===== src/rtl/nla_input_scheduler.sv =====
// Input sequencer/arbiter for the approximation engine's FIFO: fills a burst, then drains it.
// Optional idle-timeout forced drain is compiled in with `define NLA_SCHED_TIMEOUT_EN.
module nla_input_scheduler #(
    parameter int                   RAM_WIDTH   = 32,
    parameter int                   ADDR_LINES  = 5,
    parameter logic [RAM_WIDTH-1:0] START_WORD  = 32'h7F90_0000,
    parameter int                   TIMEOUT_CYC = 64
) (
    input  logic                 clk_i,
    input  logic                 rstn_i,
    input  logic                 s_valid,
    input  logic [RAM_WIDTH-1:0] s_data,
    output logic                 s_ready,
    output logic                 fifo_wr_en,
    output logic [RAM_WIDTH-1:0] fifo_data_i,
    output logic                 fifo_rd_en,
    input  logic [RAM_WIDTH-1:0] fifo_data_o,
    input  logic                 fifo_full,
    input  logic                 fifo_empty,
    output logic                 m_valid,
    output logic [RAM_WIDTH-1:0] m_data,
    output logic                 m_last,
    input  logic                 m_ready,
    output logic                 busy_o,
    output logic                 err_o
);

    localparam int D  = 2 ** ADDR_LINES;
    localparam int CW = ADDR_LINES + 1;

    typedef enum logic [1:0] {
        IDLE  = 2'd0,
        FILL  = 2'd1,
        DRAIN = 2'd2
    } state_t;

    state_t               state_q, state_d;
    logic [CW-1:0]        cnt_q, cnt_d;
    logic [CW-1:0]        rem_q;
    logic [CW-1:0]        popped_q;
    logic                 alive_q;
    logic                 err_q;
    logic                 inflight_q;
    logic [1:0]           occ_q;
    logic                 wr_ptr_q, rd_ptr_q;
    logic [RAM_WIDTH-1:0] obuf_q [2];
    logic                 is_marker;
    logic                 pop;
    logic [2:0]           used_slots;
    logic                 idle_hit;

    assign is_marker   = (s_data == START_WORD);
    assign fifo_data_i = s_data;
    assign busy_o      = (state_q != IDLE);
    assign err_o       = err_q;

`ifdef NLA_SCHED_TIMEOUT_EN
    localparam int TW = $clog2(TIMEOUT_CYC + 1);
    logic [TW-1:0] idle_q;

    assign idle_hit = (state_q == FILL) && !s_valid && (idle_q == TW'(TIMEOUT_CYC - 1));

    always_ff @(posedge clk_i or negedge rstn_i) begin
        if (!rstn_i) begin
            idle_q <= '0;
        end else if ((state_q != FILL) || (s_valid && s_ready)) begin
            idle_q <= '0;
        end else if (!s_valid) begin
            idle_q <= idle_q + TW'(1);
        end
    end
`else
    assign idle_hit = 1'b0;
`endif

    // Output buffer: a slot is reserved from read issue until the engine takes the word.
    assign m_valid    = (occ_q != 2'd0);
    assign m_data     = obuf_q[rd_ptr_q];
    assign pop        = m_valid && m_ready;
    assign used_slots = {1'b0, occ_q} + {2'b00, inflight_q} - {2'b00, pop};
    assign fifo_rd_en = (state_q == DRAIN) && (rem_q != '0) && (used_slots < 3'd2);
    assign m_last     = m_valid && (state_q == DRAIN) && (popped_q == cnt_q - CW'(1));

    always_comb begin
        state_d    = state_q;
        cnt_d      = cnt_q;
        s_ready    = 1'b0;
        fifo_wr_en = 1'b0;
        case (state_q)
            IDLE: begin
                s_ready = alive_q;
                if (s_valid && alive_q && !is_marker) begin
                    fifo_wr_en = 1'b1;
                    cnt_d      = CW'(1);
                    state_d    = FILL;
                end
            end
            FILL: begin
                s_ready = ~fifo_full;
                if (s_valid && !fifo_full) begin
                    if (is_marker) begin
                        state_d = DRAIN;
                    end else begin
                        fifo_wr_en = 1'b1;
                        cnt_d      = cnt_q + CW'(1);
                        if (cnt_q == CW'(D - 1)) state_d = DRAIN;
                    end
                end else if (idle_hit) begin
                    state_d = DRAIN;
                end
            end
            DRAIN: begin
                if (pop && m_last) begin
                    state_d = IDLE;
                    cnt_d   = '0;
                end
            end
            default: begin
                state_d = IDLE;
                cnt_d   = '0;
            end
        endcase
    end

    always_ff @(posedge clk_i or negedge rstn_i) begin
        if (!rstn_i) begin
            state_q    <= IDLE;
            cnt_q      <= '0;
            rem_q      <= '0;
            popped_q   <= '0;
            alive_q    <= 1'b0;
            err_q      <= 1'b0;
            inflight_q <= 1'b0;
        end else begin
            state_q    <= state_d;
            cnt_q      <= cnt_d;
            alive_q    <= 1'b1;
            inflight_q <= fifo_rd_en;
            if (fifo_rd_en && fifo_empty) err_q <= 1'b1;
            if ((state_d == DRAIN) && (state_q != DRAIN)) begin
                rem_q <= cnt_d;
            end else if (fifo_rd_en) begin
                rem_q <= rem_q - CW'(1);
            end
            if (pop && m_last) begin
                popped_q <= '0;
            end else if (pop) begin
                popped_q <= popped_q + CW'(1);
            end
        end
    end

    always_ff @(posedge clk_i or negedge rstn_i) begin
        if (!rstn_i) begin
            occ_q     <= 2'd0;
            wr_ptr_q  <= 1'b0;
            rd_ptr_q  <= 1'b0;
            obuf_q[0] <= '0;
            obuf_q[1] <= '0;
        end else begin
            if (inflight_q) begin
                obuf_q[wr_ptr_q] <= fifo_data_o;
                wr_ptr_q         <= ~wr_ptr_q;
            end
            if (pop) rd_ptr_q <= ~rd_ptr_q;
            case ({inflight_q, pop})
                2'b10:   occ_q <= occ_q + 2'd1;
                2'b01:   occ_q <= occ_q - 2'd1;
                default: occ_q <= occ_q;
            endcase
        end
    end

endmodule


===== config.mk =====
export PLATFORM = sky130hd
export DESIGN_NAME = nla_input_scheduler
export DESIGN_NICKNAME = d
export VERILOG_FILES = /design/src/rtl/nla_input_scheduler.sv
export SDC_FILE = /design/constraint.sdc
export NUM_CORES = 1
export LEC_CHECK = 0
export BUFFER_PORTS_ARGS = -buffer_cell sky130_fd_sc_hd__buf_2
export CORE_MARGIN = 5
export CORE_UTILIZATION = 54
export CTS_BUF_LIST = sky130_fd_sc_hd__clkbuf_2 sky130_fd_sc_hd__clkbuf_4 sky130_fd_sc_hd__clkbuf_8
export CTS_CLUSTER_SIZE = 28
export DETAILED_ROUTE_END_ITERATION = 10
export HOLD_SLACK_MARGIN = 0.08
export PLACE_DENSITY = 0.86
export SLEW_MARGIN = 20
export SYNTH_ARGS = -nofsm -noshare
export SYNTH_HDL_FRONTEND = slang
export SYNTH_SLANG_ARGS = --single-unit
export TNS_END_PERCENT = 5

===== constraint.sdc =====
create_clock -name clk_i -period 4.6 [get_ports clk_i]
set_input_delay 0.69 -clock clk_i [delete_from_list [all_inputs] [get_ports clk_i]]
set_output_delay 0.69 -clock clk_i [all_outputs]
set_load 0.01 [all_outputs]

* Word level (Yosys, flattened, before mapping)
Cells that the tools add are included.
** Word-level totals
- Flip-flop bits (word level) :: 91
- Input port bits :: 70
- Word-level logic and storage cells :: 86
- Output and inout bits :: 71
** Operators by class
- Equal/unequal tests :: 9
- Add/sub/neg operators :: 8
- Multiplexer cells :: 27
- Reduce and logical (&&, ||, !) cells :: 21
- Bitwise logic cells :: 5
- Magnitude comparators :: 4
** Operator list (count)
- two-way mux 32 bit :: 4
- bitwise mux 64 bit :: 1
- two-way mux 6 bit :: 8
- demux 32 bit (select 1 bit) :: 1
- == test 32 x 31 -> 1 bit (second input constant) :: 1
- one-hot mux 6 bit (3 select lines) :: 1
- adder 6 x 1 -> 6 bit (second input constant) :: 2
- logical AND 1 bit :: 12
- subtractor 6 x 1 -> 6 bit (second input constant) :: 2
- two-way mux 2 bit :: 5
- nonzero test 2 bit :: 5
- == test 2 bit (second input constant) :: 3
- == test 6 x 5 -> 1 bit (second input constant) :: 1
- == test 6 bit :: 1
- one-hot mux 2 bit (3 select lines) :: 1
- nonzero test 6 bit :: 1
- == test 2 x 1 -> 1 bit (second input constant) :: 2
- >= comparator 2 bit (second input constant) :: 2
- inverter 1 -> 2 bit :: 2
- one-hot mux 1 bit (2 select lines) :: 2
- one-hot mux 2 bit (2 select lines) :: 1
- adder 2 x 1 -> 3 bit :: 1
- < comparator 3 x 2 -> 1 bit (second input constant) :: 1
- two-way mux 1 bit :: 3
- other kinds (8) :: 11

* Logic depth before layout (Yosys ltp)
- Word-level depth :: 9
- Gate-level depth with buffers :: 13
- Depth with buffers taken out :: 12

* Worst setup path before layout
No wires, ideal clock.
- Kind :: register -> output
- Start point :: reg occ_q[1]
- End point :: out fifo_rd_en
- Data arrival time :: 2861 ps
- Path buffers :: 1
- Setup slack :: 1049 ps
- Cell stages (with the launch flop) :: 10
- Required time :: 3910 ps
- Cell sequence :: dfrtp_1 > or2_2 > nand2_1 > clkbuf_1 > inv_1 > ha_1 > nand2b_1 > fa_1 > nand3b_1 > a311oi_2
** Between the ends
- Word-level cells in the longest chain between the ends :: 5
- Elaborated cells between the ends (all ways) :: 6
- Classes of those cells :: add/sub: 2; order compare: 1; reduce/logical: 3
** RTL lines
- from (decl) :: line 44 : logic [1:0] occ_q;
- from (signal assigned) :: line 167 : 2'b10: occ_q <= occ_q + 2'd1;
- from (signal assigned) :: line 168 : 2'b01: occ_q <= occ_q - 2'd1;
- from (signal assigned) :: line 169 : default: occ_q <= occ_q;
- nonzero test 2 bit :: line 77 : assign m_valid = (occ_q != 2'd0);
- via m_valid :: line 20 : output logic m_valid,
- logical AND 1 bit :: line 79 : assign pop = m_valid && m_ready;
- via pop :: line 48 : logic pop;
- subtractor 3 x 1 -> 3 bit :: line 80 : assign used_slots = {1'b0, occ_q} + {2'b00, inflight_q} - {2'b00, pop};
- < comparator 3 x 2 -> 1 bit :: line 81 : assign fifo_rd_en = (state_q == DRAIN) && (rem_q != '0) && (used_slots < 3'd2);
- logical AND 1 bit :: line 81
- to (decl) :: line 16 : output logic fifo_rd_en,
The timed path passes the listed nets, and every way through them passes these cells.

* Final worst setup path
- Start point :: reg occ_q[0]
- End point :: out fifo_rd_en
** Between the ends
- Word-level cells in the longest chain between the ends :: 5
- Elaborated cells between the ends (all ways) :: 6
- Classes of those cells :: add/sub: 2; order compare: 1; reduce/logical: 3
** RTL lines (line)
- nonzero test 2 bit :: 77
- logical AND 1 bit :: 79
- via pop :: 48
- subtractor 3 x 1 -> 3 bit :: 80
- < comparator 3 x 2 -> 1 bit :: 81
- logical AND 1 bit :: 81
The timed path passes the listed nets, and every way through them passes these cells.

==> flow_summary_export.csv <==
group,metric,value,unit
floorplanning,initial_core_util,0.552,
floorplanning,ios,141,
cts,cts_setup_buffers,0,
final_layout,final_util,0.639,
routing,wire_per_inst,16.5,µm
placed_design,hpwl,7860,µm
cts,holdBufCountCts,0,
cts,clk_latency,0.35,ns
logic_synthesis,async_reset_ff_frac,1.00,
cts,numCtsBuffers,9,
final_layout,regArea,2280,µm²
floorplanning,die_h,104,µm
final_layout,areaGrowthSynthToFinish,15.7,%
logic_synthesis,synth-xor-area-share,0.0292,
routing,vias,3507,
logic_synthesis,synthAdderAreaFrac,0.0225,
timing,hold_viol_final,0,
logic_synthesis,synthMuxAreaShare,0.234,
logic_synthesis,yosysUniqueCellTypes,54,
worst_setup_path,crit_arrival,3.26,ns
timing,post-route-min-period,3.95,ns
final_layout,instances_no_fill,632,
cts,htreeDepth,3,
timing,finalSetupViolCount,0,
logic_synthesis,netlist_area,4790,µm²
worst_setup_path,crit_fanout,11,
final_layout,drive_above_1_share,0.511,
logic_synthesis,yosysSeqAreaShare,0.475,
routing,routed_wl,10500,µm
final_layout,fillers,686,
logic_synthesis,yosys_warnings,0,
cts,clock_sinks,91,
timing,period_share,0.858,
routing,drtIter0Drc,93,
worst_setup_path,cp_num_buf_inv,3,
final_layout,final_cell_mix,"buf_2, mux2_2, dfrtp_1",
timing,worst_pin_slew,0.991,ns
logic_synthesis,synth_cells,413,
worst_setup_path,critPathCaptureType,"output port",
worst_setup_path,slowest_delay,0.49,ns
min_path,hold_path.class,"in -> async",
floorplanning,die_w,104,µm
floorplanning,dieArea,10900,µm²
global_route,antenna_found_initial,0,
power_and_ir_drop,p_leak,2.77,nW
power_and_ir_drop,power,2.15,mW
worst_setup_path,path_class,"reg -> out",
global_route,grt_pass1_vias,3792,
cts,cts_tree,"built",
power_and_ir_drop,vdd_drop_max,190,µV
logic_synthesis,synth_top_family_by_area,"multiplexers",
worst_setup_path,required,3.91,ns
timing,clock.fmax,253,MHz
worst_setup_path,cpLargestDelayFamily,"simple AND/OR/NAND/NOR gates",
cts,ctsResizeCount,0,
floorplanning,row_count,34,
global_route,track_usage,0.196,
outcome,status,"finished clean",
placed_design,port_buffers,140,
cts,clockBufferDepth,2,
timing,setup_tns,0,ns
placed_design,gp_congestion,0.921,
routing,vias_per_cell,5.55,
timing,max_slew_margin,0.338,
global_route,grt_pass1_wl,17700,µm
logic_synthesis,synthSimpleGateAreaFrac,0.0971,
global_route,gr-total-overflow,0,
placed_design,dpl.cell_count,616,
cts,root_buffer,"clkbuf_8",
logic_synthesis,synth_edf_count,0,
final_layout,final_common_cell,"buf_2",
worst_setup_path,path_cells,"or2_2 > nand2_1 > inv_1 > ha_1 > nand2b_1 > fa_1 > nand3b_1 > a311oi_2 > buf_4 > buf_2",
global_route,grt_max_degree,92,
power_and_ir_drop,power_density,387,nW/µm²
logic_synthesis,syn_avg_cell_area,11.6,µm²
timing,slew_violations,0,
cts,clk_pin_slew,0.09,ns
logic_synthesis,syn_nets,491,
routing,drcViolationCount,0,
timing,rsz0062_at_grt,"no",
job,maxCapViolations,0,
final_layout,multiInputGateArea,2160,µm²
logic_synthesis,ys_ff_latch,91,
final_layout,layout.nets,597,
worst_setup_path,cpMaxStageDelayCell,"fa_1",
floorplanning,fp.coreArea,8680,µm²
placed_design,place_ws,1.00,ns
final_layout,num_antenna_cells,0,
worst_setup_path,start_kind,"register",
timing,skew,0.00742,ns
logic_synthesis,synth_compound_area_frac,0.0658,
routing,ant_nets,0,
logic_synthesis,synthFlopType,"dfrtp_1",
routing,first_pass_iters,4,
timing,fin_ws,0.652,ns
[state kept, by name, summed over array words and instances (netlist names), 2 cells and up]
| register | flops |
|---|---|
| state_q | 2 |
| cnt_q | 6 |
| obuf_q | 64 |
| popped_q | 6 |
| occ_q | 2 |
| rem_q | 6 |
[worst register-to-register path: stages, from the launching register on]
cell      delay, ns
dfrtp_1        0.43
or2_2          0.34
nand2_1        0.31
inv_1          0.17
ha_1           0.29
nand2b_1       0.15
fa_1           0.49
nand3b_1       0.10
a311oi_2       0.26
buf_4          0.21
nand3_1        0.11
xnor2_1        0.14
o21ai_0        0.15
a21oi_1        0.06
[cells by family (layout without fill, tap and decap cells)]
group | after synthesis | after routing
multiplexers | 100 | 100
XOR/XNOR | 16 | 16
buffers and inverters | 64 | 175
flip-flops | 91 | 91
other | 1 | 1
adder cells (fa/ha/maj) | 8 | 8
AND/OR/NAND/NOR | 86 | 86
AO/OA/AOI/OAI | 47 | 47
[layout make-up]
type,count,area share
clock buffers,11,0.0262
clock inverters,5,0.00677
inverters,16,0.0108
multi-input cells,258,0.390
flip-flops and latches,91,0.411
well taps,108,0.0244
repair buffers,143,0.132
[routing by layer]
layer	global-route usage	up-vias	routed length (µm)
met2	0.351	105	5730
met4	0.0629	0	166
li1	-	1630	-
met5	0	-	0
met1	0.230	1756	4050
met3	0.0466	16	517
[power breakdown]
part           switching, mW  total, mW  internal (mW)
clock network          0.271      0.490          0.219
logic                  0.361      0.698          0.337
registers             0.0922      0.959          0.867
[through the flow]
| step | hold WS (ns) | area (µm²) |
|---|---|---|
| floorplan | 0.394 | 4790 |
| global placement | 0.438 | 5360 |
| detailed placement | 0.445 | 5360 |
| CTS | 0.466 | 5540 |
| global route | 0.457 | 5550 |
| finish | 0.385 | 5550 |
[cell usage after synthesis, types with 7 or more instances]
cell type	count	area [µm²]
a21oi_1	12	60.1
clkbuf_1	12	45.0
mux2_2	96	1080
nand3_1	8	40.0
o21ai_0	9	45.0
inv_1	16	60.1
dfrtp_1	91	2280
xnor2_1	10	87.6
nor2_1	18	67.6
nand2_1	20	75.1
buf_4	32	240
ha_1	7	87.6
[final timing paths]
kind	depth (start not counted)	to	startpoint	slack, ns
min in group clk_i	1	err_o	err_o	0.46
worst max register to register	13	rem_q[4]	occ_q[0]	1.26
worst min register to register	1	err_o	err_o	0.46
worst min-delay path	1	obuf_q[6]	rstn_i	0.38
max in group asynchronous	1	cnt_q[1]	rstn_i	3.67
worst max-delay path	10	fifo_rd_en	occ_q[0]	0.65
Power figures use the tool's default switching activity.
